## src/rtl/cache_control_if.sv

```systemverilog
// Control/status bundle between the cache sequencer and the datapath/pmem side.
// The master modport is the controller; the slave modport is the datapath and memory environment.
interface cache_control_if;
    logic       mem_read;
    logic       mem_write;
    logic [1:0] mem_byte_enable;
    logic       mem_resp;

    logic       tag_match0;
    logic       tag_match1;
    logic       valid0;
    logic       valid1;
    logic       dirty0;
    logic       dirty1;
    logic       lru_out;

    logic       pmem_resp;
    logic       pmem_read;
    logic       pmem_write;
    logic       pmem_addr_sel;

    logic       way_sel;
    logic       datain_sel;
    logic [1:0] membyte_sel;
    logic       data0_write;
    logic       data1_write;
    logic       tag0_write;
    logic       tag1_write;
    logic       valid0_write;
    logic       valid1_write;
    logic       dirty0_write;
    logic       dirty1_write;
    logic       dirty_in;
    logic       lru_write;
    logic       lru_in;

    modport master (
        input  mem_read, mem_write, mem_byte_enable,
        input  tag_match0, tag_match1, valid0, valid1, dirty0, dirty1, lru_out,
        input  pmem_resp,
        output mem_resp, pmem_read, pmem_write, pmem_addr_sel,
        output way_sel, datain_sel, membyte_sel,
        output data0_write, data1_write, tag0_write, tag1_write,
        output valid0_write, valid1_write, dirty0_write, dirty1_write,
        output dirty_in, lru_write, lru_in
    );

    modport slave (
        output mem_read, mem_write, mem_byte_enable,
        output tag_match0, tag_match1, valid0, valid1, dirty0, dirty1, lru_out,
        output pmem_resp,
        input  mem_resp, pmem_read, pmem_write, pmem_addr_sel,
        input  way_sel, datain_sel, membyte_sel,
        input  data0_write, data1_write, tag0_write, tag1_write,
        input  valid0_write, valid1_write, dirty0_write, dirty1_write,
        input  dirty_in, lru_write, lru_in
    );
endinterface

```

## src/rtl/cache_control.sv

```systemverilog
// Sequencing FSM for the 2-way set-associative LC-3b cache: hits complete in CHECK,
// misses optionally write back the LRU victim, then allocate and re-check as a hit.
module cache_control (
    input  logic                   clk,
    input  logic                   reset,
    cache_control_if.master        bus
);

    typedef enum logic [1:0] {
        S_CHECK     = 2'd0,
        S_WRITEBACK = 2'd1,
        S_ALLOCATE  = 2'd2
    } state_t;

    state_t state_q, state_d;
    logic   victim_q, victim_d;

    logic hit0, hit1, hit, hit_way, req, victim_dirty;

    assign hit0    = bus.valid0 & bus.tag_match0;
    assign hit1    = bus.valid1 & bus.tag_match1;
    assign hit     = hit0 | hit1;
    assign hit_way = ~hit0 & hit1;
    assign req     = bus.mem_read | bus.mem_write;

    // Only a victim that is both valid and dirty needs to reach memory before refill.
    assign victim_dirty = bus.lru_out ? (bus.valid1 & bus.dirty1)
                                      : (bus.valid0 & bus.dirty0);

    // NOTE: state registers use non-blocking assignments so every flop samples
    // the pre-edge values regardless of statement order.
    always_ff @(posedge clk or posedge reset) begin
        if (reset) begin
            state_q  <= S_CHECK;
            victim_q <= 1'b0;
        end else begin
            state_q  <= state_d;
            victim_q <= victim_d;
        end
    end

    // NOTE: every output and next-state variable gets a default before the case,
    // so no path through this block can leave one unassigned and infer a latch.
    always_comb begin
        state_d           = state_q;
        victim_d          = victim_q;
        bus.mem_resp      = 1'b0;
        bus.pmem_read     = 1'b0;
        bus.pmem_write    = 1'b0;
        bus.pmem_addr_sel = 1'b0;
        bus.way_sel       = 1'b0;
        bus.datain_sel    = 1'b0;
        bus.membyte_sel   = bus.mem_byte_enable;
        bus.data0_write   = 1'b0;
        bus.data1_write   = 1'b0;
        bus.tag0_write    = 1'b0;
        bus.tag1_write    = 1'b0;
        bus.valid0_write  = 1'b0;
        bus.valid1_write  = 1'b0;
        bus.dirty0_write  = 1'b0;
        bus.dirty1_write  = 1'b0;
        bus.dirty_in      = 1'b0;
        bus.lru_write     = 1'b0;
        bus.lru_in        = 1'b0;

        // Outputs are silenced while reset is held so no array write or pmem
        // request can leak out of an abandoned transfer.
        if (!reset) begin
            case (state_q)
                S_CHECK: begin
                    if (req) begin
                        if (hit) begin
                            bus.mem_resp  = 1'b1;
                            bus.way_sel   = hit_way;
                            bus.lru_write = 1'b1;
                            bus.lru_in    = ~hit_way;
                            if (bus.mem_write) begin
                                bus.datain_sel = 1'b1;
                                bus.dirty_in   = 1'b1;
                                if (|bus.mem_byte_enable) begin
                                    bus.data0_write  = ~hit_way;
                                    bus.dirty0_write = ~hit_way;
                                    bus.data1_write  = hit_way;
                                    bus.dirty1_write = hit_way;
                                end
                            end
                        end else begin
                            victim_d = bus.lru_out;
                            state_d  = victim_dirty ? S_WRITEBACK : S_ALLOCATE;
                        end
                    end
                end

                S_WRITEBACK: begin
                    bus.pmem_write    = 1'b1;
                    bus.pmem_addr_sel = 1'b1;
                    bus.way_sel       = victim_q;
                    if (bus.pmem_resp) begin
                        state_d = S_ALLOCATE;
                    end
                end

                S_ALLOCATE: begin
                    bus.pmem_read = 1'b1;
                    if (bus.pmem_resp) begin
                        bus.data0_write  = ~victim_q;
                        bus.tag0_write   = ~victim_q;
                        bus.valid0_write = ~victim_q;
                        bus.dirty0_write = ~victim_q;
                        bus.data1_write  = victim_q;
                        bus.tag1_write   = victim_q;
                        bus.valid1_write = victim_q;
                        bus.dirty1_write = victim_q;
                        state_d          = S_CHECK;
                    end
                end

                default: state_d = S_CHECK;
            endcase
        end
    end

endmodule

```

## src/flat_wrapper.sv

```systemverilog
// flat-port wrapper written by rule: the top's interface ports become plain ports
module cache_control_flat 
  (clk, reset, bus_mem_read, bus_mem_write, bus_mem_byte_enable, bus_tag_match0, bus_tag_match1, bus_valid0, bus_valid1, bus_dirty0, bus_dirty1, bus_lru_out, bus_pmem_resp, bus_mem_resp, bus_pmem_read, bus_pmem_write, bus_pmem_addr_sel, bus_way_sel, bus_datain_sel, bus_membyte_sel, bus_data0_write, bus_data1_write, bus_tag0_write, bus_tag1_write, bus_valid0_write, bus_valid1_write, bus_dirty0_write, bus_dirty1_write, bus_dirty_in, bus_lru_write, bus_lru_in);
  cache_control_if bus_i ();
  input  logic clk;
  input  logic reset;
  input wire logic [$bits(bus_i.mem_read)-1:0] bus_mem_read;
  input wire logic [$bits(bus_i.mem_write)-1:0] bus_mem_write;
  input wire logic [$bits(bus_i.mem_byte_enable)-1:0] bus_mem_byte_enable;
  input wire logic [$bits(bus_i.tag_match0)-1:0] bus_tag_match0;
  input wire logic [$bits(bus_i.tag_match1)-1:0] bus_tag_match1;
  input wire logic [$bits(bus_i.valid0)-1:0] bus_valid0;
  input wire logic [$bits(bus_i.valid1)-1:0] bus_valid1;
  input wire logic [$bits(bus_i.dirty0)-1:0] bus_dirty0;
  input wire logic [$bits(bus_i.dirty1)-1:0] bus_dirty1;
  input wire logic [$bits(bus_i.lru_out)-1:0] bus_lru_out;
  input wire logic [$bits(bus_i.pmem_resp)-1:0] bus_pmem_resp;
  output wire logic [$bits(bus_i.mem_resp)-1:0] bus_mem_resp;
  output wire logic [$bits(bus_i.pmem_read)-1:0] bus_pmem_read;
  output wire logic [$bits(bus_i.pmem_write)-1:0] bus_pmem_write;
  output wire logic [$bits(bus_i.pmem_addr_sel)-1:0] bus_pmem_addr_sel;
  output wire logic [$bits(bus_i.way_sel)-1:0] bus_way_sel;
  output wire logic [$bits(bus_i.datain_sel)-1:0] bus_datain_sel;
  output wire logic [$bits(bus_i.membyte_sel)-1:0] bus_membyte_sel;
  output wire logic [$bits(bus_i.data0_write)-1:0] bus_data0_write;
  output wire logic [$bits(bus_i.data1_write)-1:0] bus_data1_write;
  output wire logic [$bits(bus_i.tag0_write)-1:0] bus_tag0_write;
  output wire logic [$bits(bus_i.tag1_write)-1:0] bus_tag1_write;
  output wire logic [$bits(bus_i.valid0_write)-1:0] bus_valid0_write;
  output wire logic [$bits(bus_i.valid1_write)-1:0] bus_valid1_write;
  output wire logic [$bits(bus_i.dirty0_write)-1:0] bus_dirty0_write;
  output wire logic [$bits(bus_i.dirty1_write)-1:0] bus_dirty1_write;
  output wire logic [$bits(bus_i.dirty_in)-1:0] bus_dirty_in;
  output wire logic [$bits(bus_i.lru_write)-1:0] bus_lru_write;
  output wire logic [$bits(bus_i.lru_in)-1:0] bus_lru_in;
  assign bus_i.mem_read = bus_mem_read;
  assign bus_i.mem_write = bus_mem_write;
  assign bus_i.mem_byte_enable = bus_mem_byte_enable;
  assign bus_i.tag_match0 = bus_tag_match0;
  assign bus_i.tag_match1 = bus_tag_match1;
  assign bus_i.valid0 = bus_valid0;
  assign bus_i.valid1 = bus_valid1;
  assign bus_i.dirty0 = bus_dirty0;
  assign bus_i.dirty1 = bus_dirty1;
  assign bus_i.lru_out = bus_lru_out;
  assign bus_i.pmem_resp = bus_pmem_resp;
  assign bus_mem_resp = bus_i.mem_resp;
  assign bus_pmem_read = bus_i.pmem_read;
  assign bus_pmem_write = bus_i.pmem_write;
  assign bus_pmem_addr_sel = bus_i.pmem_addr_sel;
  assign bus_way_sel = bus_i.way_sel;
  assign bus_datain_sel = bus_i.datain_sel;
  assign bus_membyte_sel = bus_i.membyte_sel;
  assign bus_data0_write = bus_i.data0_write;
  assign bus_data1_write = bus_i.data1_write;
  assign bus_tag0_write = bus_i.tag0_write;
  assign bus_tag1_write = bus_i.tag1_write;
  assign bus_valid0_write = bus_i.valid0_write;
  assign bus_valid1_write = bus_i.valid1_write;
  assign bus_dirty0_write = bus_i.dirty0_write;
  assign bus_dirty1_write = bus_i.dirty1_write;
  assign bus_dirty_in = bus_i.dirty_in;
  assign bus_lru_write = bus_i.lru_write;
  assign bus_lru_in = bus_i.lru_in;
  cache_control u_core (.clk(clk), .reset(reset), .bus(bus_i));
endmodule
```

## config.mk

```make
export PLATFORM = sky130hd
export DESIGN_NAME = cache_control_flat
export DESIGN_NICKNAME = d
export VERILOG_FILES = /design/src/rtl/cache_control_if.sv /design/src/rtl/cache_control.sv /design/src/flat_wrapper.sv
export SDC_FILE = /design/constraint.sdc
export NUM_CORES = 1
export LEC_CHECK = 0
export ABC_AREA = 1
export CORE_MARGIN = 1
export CORE_UTILIZATION = 30
export CTS_BUF_LIST = sky130_fd_sc_hd__clkbuf_4 sky130_fd_sc_hd__clkbuf_8
export CTS_CLUSTER_DIAMETER = 40
export CTS_CLUSTER_SIZE = 28
export DETAILED_ROUTE_END_ITERATION = 16
export HOLD_SLACK_MARGIN = 0.08
export PLACE_DENSITY = 0.84
export RECOVER_POWER = 100
export SLEW_MARGIN = 20
export SYNTH_ARGS = -nofsm -noshare
export SYNTH_HDL_FRONTEND = slang
export SYNTH_SLANG_ARGS = --single-unit
```

## constraint.sdc

```tcl
create_clock -name clk -period 1.09 [get_ports clk]
set_input_delay 0.218 -clock clk [delete_from_list [all_inputs] [get_ports clk]]
set_output_delay 0.218 -clock clk [all_outputs]
set_load 0.03 [all_outputs]
```

## Yosys cells after proc, flatten, opt, wreduce, memory -nomap -nowiden

Index checks and enable logic that the tools add are counted.

- Equality and inequality tests: 6
- Mux-type cells: 46
- Bitwise operators: 12
- Reduce and logical (&&, ||, !) cells: 4

Operators by type and width:

| cell | count |
|---|---|
| $mux W1 | 37 |
| $mux W2 | 5 |
| $ne A2 B2 Y1 const B | 3 |
| $pmux W1 S2 | 3 |
| $pmux W2 S3 | 1 |
| $and A1 B1 Y1 | 5 |
| $not A1 Y1 | 5 |
| $reduce_and A5 Y1 | 1 |
| $reduce_and A4 Y1 | 1 |
| $eq A2 B1 Y1 const B | 1 |
| $eq A2 B2 Y1 const B | 1 |
| $logic_not A2 Y1 | 1 |
| $ne A2 B1 Y1 const B | 1 |
| $or A1 B1 Y1 | 2 |
| $reduce_or A2 Y1 | 1 |

- Flip-flop bits (word level): 3
- Input bits: 14
- Output and inout port bits: 19
- Word-level logic and storage cells: 70

## Logic depth before layout (Yosys ltp)

- Depth in word-level cells: 10
- Depth in mapped cells: 8
- Gate-level depth less buffers: 8

## Worst setup path after synthesis

OpenSTA, ideal clock, no wires.

- Path type: register to output
- Start: register u_core.state_q[0]
- End: output port bus_dirty1_write
- Arrival time: 1.598 ns
- Required time: 0.872 ns
- Setup slack: -0.726 ns
- Stages on the path, launching flop included: 6
- Cells stage by stage: dfrtp_1 -> inv_1 -> nand2_2 -> nor3_2 -> a21o_1 -> buf_4

- Cells in the longest elaborated chain, start to end: 3
- Elaborated cells on any way between the ends: 4

Ends and longest elaborated chain:

| item | RTL line | source |
|---|---|---|
| from (decl) | cache_control.sv:15 | `state_t state_q, state_d;` |
| from (signal assigned) | cache_control.sv:37 | `state_q <= state_d;` |
| $eq A2 B2 Y1 / $logic_not A2 Y1 (equally long branches) | n/a |  |
| $pmux W1 S2 (*) | n/a |  |
| $mux W1 (*) | n/a |  |
| to (decl) | flat_wrapper.sv:32 | `output wire logic [$bits(bus_i.dirty1_write)-1:0] bus_dirty1_write;` |

Every way passes the cells marked *; elsewhere a longest branch is shown, timed or not.

## Worst setup path in the final report

- Start: register u_core.state_q[0]
- End: output port bus_data0_write

- Cells in the longest elaborated chain, start to end: 3
- Elaborated cells on any way between the ends: 4

Ends and longest elaborated chain:

| item | RTL line | source |
|---|---|---|
| $eq A2 B2 Y1 / $logic_not A2 Y1 (equally long branches) | cache_control.sv:69 | `case (state_q)` |
| $pmux W1 S2 (*) | cache_control.sv:69 |  |
| $mux W1 (*) | cache_control.sv:68 | `if (!reset) begin` |
| to (decl) | flat_wrapper.sv:25 | `output wire logic [$bits(bus_i.data0_write)-1:0] bus_data0_write;` |

Marked as above.

==> flow_summary.yaml <==
run_status:
  status: "finished with violations"
  violations: "negative setup slack"
drt:
  drc: 0
  drt-wirelength-per-cell_um: 16.5
  ant_nets: 0
  drt-initial-drc-count: 22
  dr.pass1.iters: 5
  via_per_inst: 5.03
  num_vias: 720
  wl_um: 2360
pwr:
  vdd_drop_max_v: 0.00165
  power.leakage_nw: 0.578
  pwr-share-seq_pct: 9.5
  p_sw_share_pct: 48.9
  switching_power_w: 0.00130
  pwr-share-comb_pct: 82.3
  powerDensity_nw_per_um2: 2250
  p_total_w: 0.00266
  p_int_w: 0.00136
  pwr-share-clk_pct: 8.2
placed_design:
  placed_area_um2: 863
  place_hpwl_um: 1170
  gp_congestion: 0.856
  io_buffer_count: 32
clock_network:
  root_buffer: "clkbuf_4"
  ctsHoldBuffers: 0
  clockBufferDepth: 2
  cts_tree: "done"
  h-tree-depth: 1
  clk_latency_ns: 0.23
  clk_pin_slew_worst_paths_ns: 0.04
  cts_buffers: 3
  clock_sinks: 3
timing:
  worst_slack_ns: -0.537
  drv_slew: 0
  finClkSkew_ns: 0.000198
  finalSetupViolCount: 20
  finalHoldViolations: 0
  worst-slew-pin-transition_ns: 0.236
  rsz0062_at_grt: "true"
  finalCriticalPeriod_ns: 1.63
  fmax_mhz: 615
  relSlewSlack_pct: 84.2
  finalCritPeriodShare_pct: 149
logic_synthesis:
  yosys_warnings: 0
  synthCells: 72
  ys_top_cells_by_count: "19 x nand2_1, 11 x nor2_1, 9 x buf_4"
  ys.flop_type: "dfrtp_1"
  ys_seq_area_share_pct: 17.6
  synth_top_cell_area_share_pct: 17.6
  yosys_register_bits: 3
  syn_avg_cell_area_um2: 5.91
  synth_nets: 86
  synthArstFlopShare_pct: 100
  yosysMostFrequentCell: "nand2_1"
  syn_area_um2: 425
  synth_top_cell_by_area: "dfrtp_1"
  synth_cell_types: 16
  synth_edf_count: 0
  synth_area_leaders: "dfrtp_1 18%, nand2_1 17%, buf_4 16%"
die:
  die-area_um2: 1570
  num_io_pins: 33
  initial_utilization_pct: 32.3
  fp.dieH_um: 39.7
  die_w_um: 39.7
  core_area_um2: 1320
  rows: 13
finish:
  area_growth_pct: 177
  diodes: 0
  final_nets: 143
  fin_area_um2: 1180
  drive_gt1_share_pct: 67.2
global_routing:
  grt_pass1_wl_um: 3080
  grt_max_degree: 5
  gr-total-overflow: 0
  track_usage_pct: 30.3
  antenna_found_initial: 0
  grt_pass1_vias: 717
critical_path:
  max_stage_delay_ns: 0.42
  arrival_ns: 1.41
  end_kind: "output port"
  critical_path_class: "reg -> out"
  crit_chain: "nor2_4 > nand4_1 > a21oi_4 > buf_6"
  cp-start-kind: "flop"
  crit_slowest_cell: "dfrtp_1"
  cp_max_fo: 4
  critPathRequiredTime_ns: 0.87
run:
  max_cap_violations: 0
worst_hold_path:
  hold_class: "in -> async"
-- power by group through the flow --
stage               clock (W)  sequential [W]  combinational (W)
global route         0.000242        0.000251            0.00228
detailed placement          0        0.000213            0.00131
floorplan                   0        0.000229           0.000828
global placement            0        0.000210            0.00127
CTS                  0.000230        0.000237            0.00187
finish               0.000218        0.000252            0.00218
-- placed cells by master, fill, tap and decap left out, types with 2 or more instances in the layout --
| cell | synthesis | layout |
|---|---|---|
| a21oi_1 | 3 | 2 |
| buf_4 | 9 | 16 |
| buf_6 | 0 | 28 |
| clkbuf_2 | 0 | 2 |
| clkbuf_4 | 0 | 5 |
| clkdlybuf4s50_1 | 0 | 4 |
| dfrtp_1 | 3 | 3 |
| dlygate4sd2_1 | 0 | 8 |
| inv_1 | 6 | 5 |
| inv_6 | 0 | 2 |
| nand2_1 | 19 | 11 |
| nand2_2 | 5 | 9 |
| nand2_4 | 0 | 3 |
| nand3_1 | 6 | 3 |
| nand3_2 | 1 | 2 |
| nand3_4 | 0 | 2 |
| nor2_1 | 11 | 3 |
| nor2_4 | 1 | 10 |
-- cell type report --
type | count | area, um2
timing repair buffer | 61 | 579
fill | 61 | 139
sequential | 3 | 75.1
multi-input combinational | 52 | 435
tap | 15 | 18.8
clock buffer | 4 | 30.0
inverter | 8 | 40.0
-- critical path, delay by kind of cell (launching register included) --
kind            cells  cell delay (ns)
simple gates        2             0.39
flops               1             0.42
buf+inv             1             0.16
compound gates      1             0.21
-- path summary, 6_finish.rpt --
path                                   startpoint                 to  slack [ns]  depth (start not counted)
min in group clk                      bus_lru_out    u_core.victim_q        0.58                          3
worst min-delay path                        reset    u_core.victim_q        0.41                          4
worst min register to register  u_core.state_q[0]  u_core.state_q[0]        0.59                          2
max in group asynchronous                   reset  u_core.state_q[0]        0.49                          4
worst max register to register  u_core.state_q[0]  u_core.state_q[1]       -0.42                         12
worst max-delay path            u_core.state_q[0]    bus_data0_write       -0.54                          4
-- sequential cells by signal, summed over array words and instances, names as in the netlist --
register and flops:
u_core.victim_q 1, u_core.state_q 2
-- logic make-up after synthesis --
family	after synthesis	share of synthesized area (%)
compound gates	5	6.77
simple gates	47	52.6
flops	3	17.6
buf+inv	17	22.9
-- stage by stage --
| step | utilization [%] | hold WS, ns | TNS [ns] | instances | setup slack, ns |
|---|---|---|---|---|---|
| 6_report | 89.5 | 0.409 | -8.87 | 143 | -0.537 |
| 5_1_grt | 89.5 | 0.428 | -9.74 | 143 | -0.576 |
| 4_1_cts | 85.1 | 0.221 | -7.49 | 141 | -0.470 |
| 3_5_place_dp | 65.5 | 0.531 | -8.61 | 129 | -0.534 |
| 3_3_place_gp | 65.5 | 0.515 | -8.14 | 129 | -0.502 |
| 2_1_floorplan | - | -0.0176 | -2.89 | 72 | -0.357 |
-- per-layer routing --
layer	vias up	global-route usage, %	wire [um]
li1	333	-	-
met1	342	30.3	936
met2	39	57.4	1270
met3	6	6.25	116
met4	0	14.7	46
met5	-	0	0
-- timing repair --
item,CTS,global route
resized for setup,54,15
endpoints found under the hold margin,0,0
pin swaps,12,9
endpoints found under the setup margin,20,20
buffers inserted,8,3
Power figures use the tool's default switching activity.
